==> config.mk <==
export PLATFORM = sky130hd
export DESIGN_NAME = vga_fb_arbiter
export DESIGN_NICKNAME = d
export VERILOG_FILES = /design/src/rtl/vga_fb_arbiter.sv
export SDC_FILE = /design/constraint.sdc
export NUM_CORES = 1
export LEC_CHECK = 0
export BUFFER_PORTS_ARGS = -buffer_cell sky130_fd_sc_hd__buf_2
export CAP_MARGIN = 20
export CORE_MARGIN = 2
export CORE_UTILIZATION = 45
export CTS_CLUSTER_SIZE = 14
export DETAILED_ROUTE_END_ITERATION = 12
export PLACE_DENSITY = 0.66
export SLEW_MARGIN = 20
export SYNTH_ARGS = -nofsm -noshare
export SYNTH_HDL_FRONTEND = slang
export SYNTH_SLANG_ARGS = --single-unit
==> constraint.sdc <==
create_clock -name clk -period 3.09 [get_ports clk]
set_input_delay 0.4635 -clock clk [delete_from_list [all_inputs] [get_ports clk]]
set_output_delay 0.4635 -clock clk [all_outputs]
set_load 0.02 [all_outputs]
==> src/rtl/vga_fb_arbiter.sv <==
// Shares one single-port framebuffer RAM between a VGA pixel prefetch FIFO and a CPU port; arbitration is combinational.
// Video is urgent below LOW_WM credits and otherwise takes leftover slots; the CPU holds cpu_req until cpu_gnt.
module vga_fb_arbiter #(
  parameter int DW         = 8,
  parameter int AW         = 17,
  parameter int FB_PIXELS  = 76800,
  parameter int FIFO_DEPTH = 8,
  parameter int LOW_WM     = 3
) (
  input  logic          clk,
  input  logic          reset,
  input  logic          frame_start,
  input  logic          pix_pop,
  output logic [DW-1:0] pix_data,
  output logic          pix_valid,
  output logic          underrun,
  input  logic          cpu_req,
  input  logic          cpu_we,
  input  logic [AW-1:0] cpu_addr,
  input  logic [DW-1:0] cpu_wdata,
  output logic          cpu_gnt,
  output logic          cpu_rvalid,
  output logic [DW-1:0] cpu_rdata,
  output logic [AW-1:0] mem_addr,
  output logic          mem_we,
  output logic [DW-1:0] mem_wdata,
  input  logic [DW-1:0] mem_rdata
);

  localparam int PW = $clog2(FIFO_DEPTH);
  localparam int LW = PW + 1;
  localparam logic [AW-1:0] LAST_ADDR = AW'(FB_PIXELS - 1);
  localparam logic [LW-1:0] DEPTH_L   = LW'(FIFO_DEPTH);
  localparam logic [LW-1:0] LOW_L     = LW'(LOW_WM);

  typedef enum logic [1:0] {IDLE, FILL, DONE} state_t;

  state_t          state, state_nxt;
  logic [AW-1:0]   vaddr, vaddr_nxt, last_addr;
  logic [DW-1:0]   fifo_mem [FIFO_DEPTH];
  logic [PW-1:0]   rd_ptr, wr_ptr;
  logic [LW-1:0]   level, credits;
  logic            vid_inflight, cpu_rd_pend;
  logic [DW-1:0]   rdata_q;
  logic            vid_want, vid_urgent, vid_gnt, push, pop;

  // Credits count the in-flight read so the FIFO can never be oversubscribed.
  assign credits    = level + LW'(vid_inflight);
  assign vid_want   = reset && (state == FILL) && (credits < DEPTH_L);
  assign vid_urgent = vid_want && (credits < LOW_L);
  assign cpu_gnt    = reset && cpu_req && !vid_urgent;
  assign vid_gnt    = vid_want && !cpu_gnt;

  assign mem_addr  = cpu_gnt ? cpu_addr : (vid_gnt ? vaddr : last_addr);
  assign mem_we    = cpu_gnt && cpu_we;
  assign mem_wdata = cpu_gnt ? cpu_wdata : '0;

  // A read returning during a flush is discarded, which frees its credit.
  assign push      = vid_inflight && !frame_start;
  assign pop       = pix_pop && (level != '0) && !frame_start;
  assign pix_valid = (level != '0);
  assign pix_data  = pix_valid ? fifo_mem[rd_ptr] : '0;

  assign cpu_rvalid = cpu_rd_pend;
  assign cpu_rdata  = cpu_rd_pend ? mem_rdata : rdata_q;

  always_comb begin
    state_nxt = state;
    vaddr_nxt = vaddr;
    if (vid_gnt) begin
      if (vaddr == LAST_ADDR) state_nxt = DONE;
      else                    vaddr_nxt = vaddr + AW'(1);
    end
    if (frame_start) begin
      state_nxt = FILL;
      vaddr_nxt = '0;
    end
  end

  always_ff @(posedge clk) begin
    if (!reset) begin
      state        <= IDLE;
      vaddr        <= '0;
      last_addr    <= '0;
      vid_inflight <= 1'b0;
      cpu_rd_pend  <= 1'b0;
      rdata_q      <= '0;
      rd_ptr       <= '0;
      wr_ptr       <= '0;
      level        <= '0;
      underrun     <= 1'b0;
    end else begin
      state        <= state_nxt;
      vaddr        <= vaddr_nxt;
      last_addr    <= mem_addr;
      vid_inflight <= vid_gnt && !frame_start;
      cpu_rd_pend  <= cpu_gnt && !cpu_we;
      if (cpu_rd_pend) rdata_q <= mem_rdata;
      if (frame_start) begin
        rd_ptr   <= '0;
        wr_ptr   <= '0;
        level    <= '0;
        underrun <= 1'b0;
      end else begin
        if (push) wr_ptr <= wr_ptr + PW'(1);
        if (pop)  rd_ptr <= rd_ptr + PW'(1);
        case ({push, pop})
          2'b10:   level <= level + LW'(1);
          2'b01:   level <= level - LW'(1);
          default: ;
        endcase
        if (pix_pop && (level == '0)) underrun <= 1'b1;
      end
    end
  end

  always_ff @(posedge clk) begin
    if (push) fifo_mem[wr_ptr] <= mem_rdata;
  end

endmodule

== After elaboration in Yosys (flattened, before gate mapping) ==
Memory sizes are Yosys's and may differ from the RTL's. A register that Yosys moved wholly into a read port is not among the register bits.
Index checks and enable logic that the tools add are counted.

* Flip-flop bits (word level): 57
* Bits in latches: 0
* Memory bits (writable): 64
* Bits in read-only memories: 0
* Input bits: 39
* Logic and storage cells: 65
* Memories: 1

{| class="wikitable"
|+ Memories
! memory !! depth !! bits a word !! rd ports !! clocked after Yosys merged registers in !! wr ports !! line !! source
|-
| fifo_mem || 8 || 8 || 1 || 1 || 1 || 40 || <nowiki>logic [DW-1:0] fifo_mem [FIFO_DEPTH];</nowiki>
|}

* $add $sub $neg: 6
* Multipliers: 0
* Divide/modulo/power cells: 0
* $lt $le $gt $ge: 2
* Equal/unequal tests: 4
* Shift-type cells: 0
* Mux-type cells: 13
* Bitwise operators: 2
* Reduce and logical (&&, ||, !) cells: 26

{| class="wikitable"
|+ Operators with widths
! operator !! number
|-
| $mux 17 || 2
|-
| $mux 8 || 3
|-
| $add 17x1->17 const B || 1
|-
| $eq 17x17->1 const B || 1
|-
| $logic_and 1x1->1 || 13
|-
| $pmux 4 s2 || 1
|-
| $add 3x1->3 const B || 2
|-
| $mux 3 || 2
|-
| $reduce_and 2->1 || 3
|-
| $reduce_bool 2->1 || 3
|-
| $mux 1 || 5
|-
| $add 4x1->4 || 1
|-
| $add 4x1->4 const B || 1
|-
| $eq 2x1->1 const B || 2
|-
| $logic_not 1->1 || 4
|-
| $logic_not 4->1 || 1
|-
| $lt 4x2->1 const B || 1
|-
| $lt 4x4->1 const B || 1
|-
| $reduce_bool 4->1 || 1
|-
| $sub 4x1->4 const B || 1
|-
| $eq 2x2->1 const B || 1
|-
| $not 1->1 || 2
|-
| $reduce_or 2->1 || 1
|}

== Longest topological paths before layout ==
* Depth in word-level cells: 10
* Gate-level depth with buffers: 10
* Gate-level depth less buffers: 9

== Worst setup path after synthesis ==
OpenSTA, ideal clock, no wires.

* Path kind: flip-flop to output port
* Start: reg level[0]
* End: out mem_addr[10]
* Arrival: 2.005 ns
* Required time: 2.626 ns
* Setup slack: 0.621 ns
* Cell stages (with the launch flop): 7
* Path buffers: 1
* Cells stage by stage: dfxtp_1 ha_1 ha_1 and2_0 o311ai_4 buf_2 o21a_1

* Longest elaborated chain between the ends: 10
* Elaborated cells between the ends (all ways): 11
* Those cells by class: add/sub (1); order compare (2); mux (2); reduce/logical (6)

{| class="wikitable"
|+ RTL lines
! what !! line !! source
|-
| start, declared || 42 || <nowiki>logic [LW-1:0] level, credits;</nowiki>
|-
| start signal, assigned || 108 || <nowiki>2'b10: level <= level + LW'(1);</nowiki>
|-
| start signal, assigned || 109 || <nowiki>2'b01: level <= level - LW'(1);</nowiki>
|-
| $add 4x1->4 * || 48 || <nowiki>assign credits = level + LW'(vid_inflight);</nowiki>
|-
| $lt 4x4->1 || 49 || <nowiki>assign vid_want = reset && (state == FILL) && (credits < DEPTH_L);</nowiki>
|-
| $logic_and 1x1->1 || 49 ||
|-
| $logic_and 1x1->1 || 50 || <nowiki>assign vid_urgent = vid_want && (credits < LOW_L);</nowiki>
|-
| $logic_not 1->1 || 51 || <nowiki>assign cpu_gnt = reset && cpu_req && !vid_urgent;</nowiki>
|-
| $logic_and 1x1->1 || 51 ||
|-
| $logic_not 1->1 || 52 || <nowiki>assign vid_gnt = vid_want && !cpu_gnt;</nowiki>
|-
| $logic_and 1x1->1 || 52 ||
|-
| $mux 17 || 54 || <nowiki>assign mem_addr = cpu_gnt ? cpu_addr : (vid_gnt ? vaddr : last_addr);</nowiki>
|-
| $mux 17 * || 54 ||
|-
| end, declared || 24 || <nowiki>output logic [AW-1:0] mem_addr,</nowiki>
|}

Every way passes the cells marked *; elsewhere a longest branch is shown, timed or not.

== Final worst setup path ==
* Start: reg level[0]
* End: out mem_addr[3]

The elaborated chain is that of the path after synthesis.

==> metrics.sh <==
TIMING.MAX_CAP.VIOLATIONS=0
VIAS=3873
CORE_AREA_UM2=12000
TIMING.FINAL.CRIT_SHARE_PCT=94.9
SYNTH-SEQ-CELLS=124
HP-CLASS='input pin to flop'
WORSTSKEWPAIRLATENCY_NS=0.41
DETAIL_ROUTE.FIRST_PASS.ITERATIONS=4
HOLD_PATH_STARTPOINT='cpu_we'
CLKTRANSATPATHREGS_NS=0.05
FILLER_CELL_COUNT=1017
DRC_ERRORS=0
I_O_PINS=85
FIN_HOLD_WS_NS=0.217
GRT_FIRST_PASS_WIRELENGTH_UM=18700
CRITPATHREQUIREDTIME_NS=2.63
R2R_SETUP_SLACK_NS=0.60
SYNTH_ENABLE_FLOP_CELLS=64
CHIPHEIGHT_UM=115
FINAL_PERIOD_MINUS_WORST_SETUP_SLACK_NS=2.93
SYNTH_AREA_LEADER_CELL='sky130_fd_sc_hd__edfxtp_1'
AVGROUTEDWIREPERCELL_UM=16.5
R2R-START='level[1]'
CLOCK_BUFFER_COUNT_FROM_CTS=17
HOLD_PATH_END='cpu_rvalid'
CTS-ROOT-TO-SINK-BUFFERS=2
VIASPERCELL=5.49
GRT_START_MAX_NET_PINS=28
CLOCK-ROOT-BUFFER='sky130_fd_sc_hd__clkbuf_16'
NETS=593
P_LEAK_nW=2.70
LAYOUT-DRIVE-GT1-SHARE_PCT=30.2
INITIAL_UTILIZATION_PCT=46.0
SLEW-LIMIT-HEADROOM_PCT=40.0
CELLS_TAKING_THE_MOST_AREA_AFTER_SYNTHESIS='sky130_fd_sc_hd__edfxtp_1 (35%), sky130_fd_sc_hd__dfxtp_1 (22%), sky130_fd_sc_hd__mux4_2 (6.5%)'
STATUS='finished, final reports clean'
WORST-PATH-MAX-FANOUT=26
WORSTREG2REGEND='level[2]'
SYNTH_WARNINGS=0
WORST_SETUP_SKEW_AFTER_LAYOUT_NS=0.00650
HOLDPATHSTAGES=2
SYNTH-ASYNC-RESET-RATIO_PCT=0
REPORT.FINAL.SLEW_VIOL_COUNT=0
DETAIL_ROUTE.WIRELENGTH_UM=11700
TIMING.CRITICAL_PATH.ARRIVAL_NS=2.47
IRDROPWORSTVDD_mV=0.399
TIMING_HOLD_VIOLATIONS_FINAL=0
SYNTH_SEQ_AREA_SHARE_PCT=56.5
CHIP_WIDTH_UM=115
SYNTHFLOPTYPE='sky130_fd_sc_hd__edfxtp_1'
REG2REG_DEPTH=10
GRT_SETUP_UNREPAIRED='no'
DIE_AREA_UM2=13200
SYNTHDOMINANTCELLAREASHARE_PCT=34.8
PLACE.GP.CONGESTION=0.754
ANTENNA_FOUND_INITIAL=0
GRTUSAGETOTAL_PCT=18.6
WORSTSETUPSTARTPOINTTYPE='flop'
SYN_AVG_CELL_AREA_UM2=12.3
CELLPOWERDENSITY_nW_PER_UM2=593
SYNTH_NETS=498
CLKSINKCOUNT=124
DRTITER0DRC=207
NETLIST_INSTANCES=451
CRIT_TYPE='flop to output pin'
ANTENNA-DIODE-COUNT=0
FLOORPLAN.ROWS=40
POST_SYNTH_INSTANCE_AREA_UM2=5530
REMAINING_OVERFLOW_GRT=0
SETUP_VIOL=0
LAYOUT_COMMON_CELLS='sky130_fd_sc_hd__buf_2 (84), sky130_fd_sc_hd__edfxtp_1 (64), sky130_fd_sc_hd__dfxtp_1 (57)'
MOSTFREQUENTLAYOUTCELL='sky130_fd_sc_hd__buf_2'
TIGHTESTPINTRANSITION_NS=0.897
PLACE.DETAILED.HPWL_UM=7700
SYNTH_CELL_TYPES=55
FIRST_GLOBAL_VIAS=3667
NUMPORTBUFFERS=84
NUMBER_OF_BUFFERS_ADDED_TO_FIX_HOLD_VIOLATIONS_AFTER_CTS=0
CTS_MAX_LEVEL=4
TRITONCTS='built'
MAX_FREQ_MHz=341
SETUP-TNS-FINAL_NS=0
ANT_NETS=0
WORST_SETUP_PATH_END_KIND='output pin'
SYNTHTOLAYOUTAREAGROWTH_PCT=22.5
-- per-layer routing --
metal	vias up	wire length, um	track usage (%)
met2	105	5790	31.0
met5	-	0	0
met3	16	590	4.85
li1	1880	-	-
met1	1872	5120	23.3
met4	0	150	6.91
-- area by class of cell --
| class | instances | area [um2] | share of cell area [%] |
|---|---|---|---|
| multi-input combinational | 298 | 2260 | 33.4 |
| clock inverter | 10 | 139 | 2.05 |
| sequential | 124 | 3130 | 46.1 |
| tap | 147 | 184 | 2.71 |
| clock buffer | 22 | 464 | 6.85 |
| timing repair buffer | 100 | 581 | 8.57 |
| inverter | 5 | 18.8 | 0.277 |
-- flip-flops by register name, indices dropped and copies added, names as in the netlist, named ones only --
register	cells
underrun	1
fifo_mem	64
rd_ptr	3
vid_inflight	1
level	4
vaddr	17
cpu_rvalid	1
last_addr	17
state	2
wr_ptr	3
rdata_q	8
-- repair_timing --
action,in CTS,in global routing
buffers inserted,0,1
endpoints found under the setup margin,26,26
cloned,1,0
gates resized for setup,1,4
pin swaps,1,1
-- how the worst max path moves through the flow --
stage	startpoint	to	slack (ns)	cells after the start
floorplan	level[0]	mem_addr[10]	0.62	6
global placement	level[0]	mem_addr[11]	0.43	8
detailed placement	level[0]	mem_wdata[2]	0.38	8
CTS	vid_inflight	mem_addr[3]	0.004	7
global route	level[0]	mem_addr[3]	0.009	8
finish	level[0]	mem_addr[3]	0.16	8
-- through the flow --
stage / total power, mW / util, % / worst slack (ns) / cell area [um2] / instances
after global routing: 4.15 / 56.4 / 0.00865 / 6780 / 706
after floorplan: 1.94 / - / 0.621 / 5530 / 451
after CTS: 4.05 / 56.4 / 0.00369 / 6770 / 705
after detailed placement: 2.04 / 51.1 / 0.378 / 6130 / 672
final: 4.02 / 56.4 / 0.158 / 6780 / 706
after global placement: 2.03 / 50.9 / 0.431 / 6120 / 671
-- power breakdown --
| group | switching [mW] | total, mW | internal (mW) |
|---|---|---|---|
| combinational | 0.149 | 0.249 | 0.100 |
| clock | 0.702 | 2.01 | 1.31 |
| sequential | 0.00863 | 1.76 | 1.75 |
-- cells by family after synthesis --
| kind of cell | Yosys count | synth area share, % |
|---|---|---|
| AOI/OAI and AO/OA | 81 | 11.3 |
| xor gates and xnor gates | 12 | 2.24 |
| adders and majority gates | 8 | 1.81 |
| buffers and inverters | 29 | 2.65 |
| DFF | 124 | 56.5 |
| muxes | 36 | 10.3 |
| and+or+nand+nor | 161 | 15.2 |
-- Yosys cell counts, drive strengths merged (2+ instances only) --
library cell,number
nand3,24
buf,17
nand4,4
mux4,16
ha,8
a31oi,2
xor2,10
and4,3
nor3,2
nor4bb,2
or3,10
dfxtp,60
o21a,19
o211a,18
inv,5
o21ai,15
and2,19
mux2i,12
or4,2
o211ai,4
o31ai,2
nand2,41
nand2b,4
a21oi,16
and3,4
edfxtp,64
nor2b,2
clkbuf,7
nand4b,3
or2,2
xnor2,2
mux2,8
nor2,33
-- worst max-delay path: stages, from the launching register on --
cell	delay, ns
sky130_fd_sc_hd__dfxtp_2	0.36
sky130_fd_sc_hd__ha_1	0.25
sky130_fd_sc_hd__ha_1	0.27
sky130_fd_sc_hd__and2_0	0.24
sky130_fd_sc_hd__o311ai_4	0.31
sky130_fd_sc_hd__buf_4	0.21
sky130_fd_sc_hd__buf_16	0.16
sky130_fd_sc_hd__o21a_1	0.11
sky130_fd_sc_hd__buf_2	0.15
No activity file was read; power rests on OpenSTA's default activity.
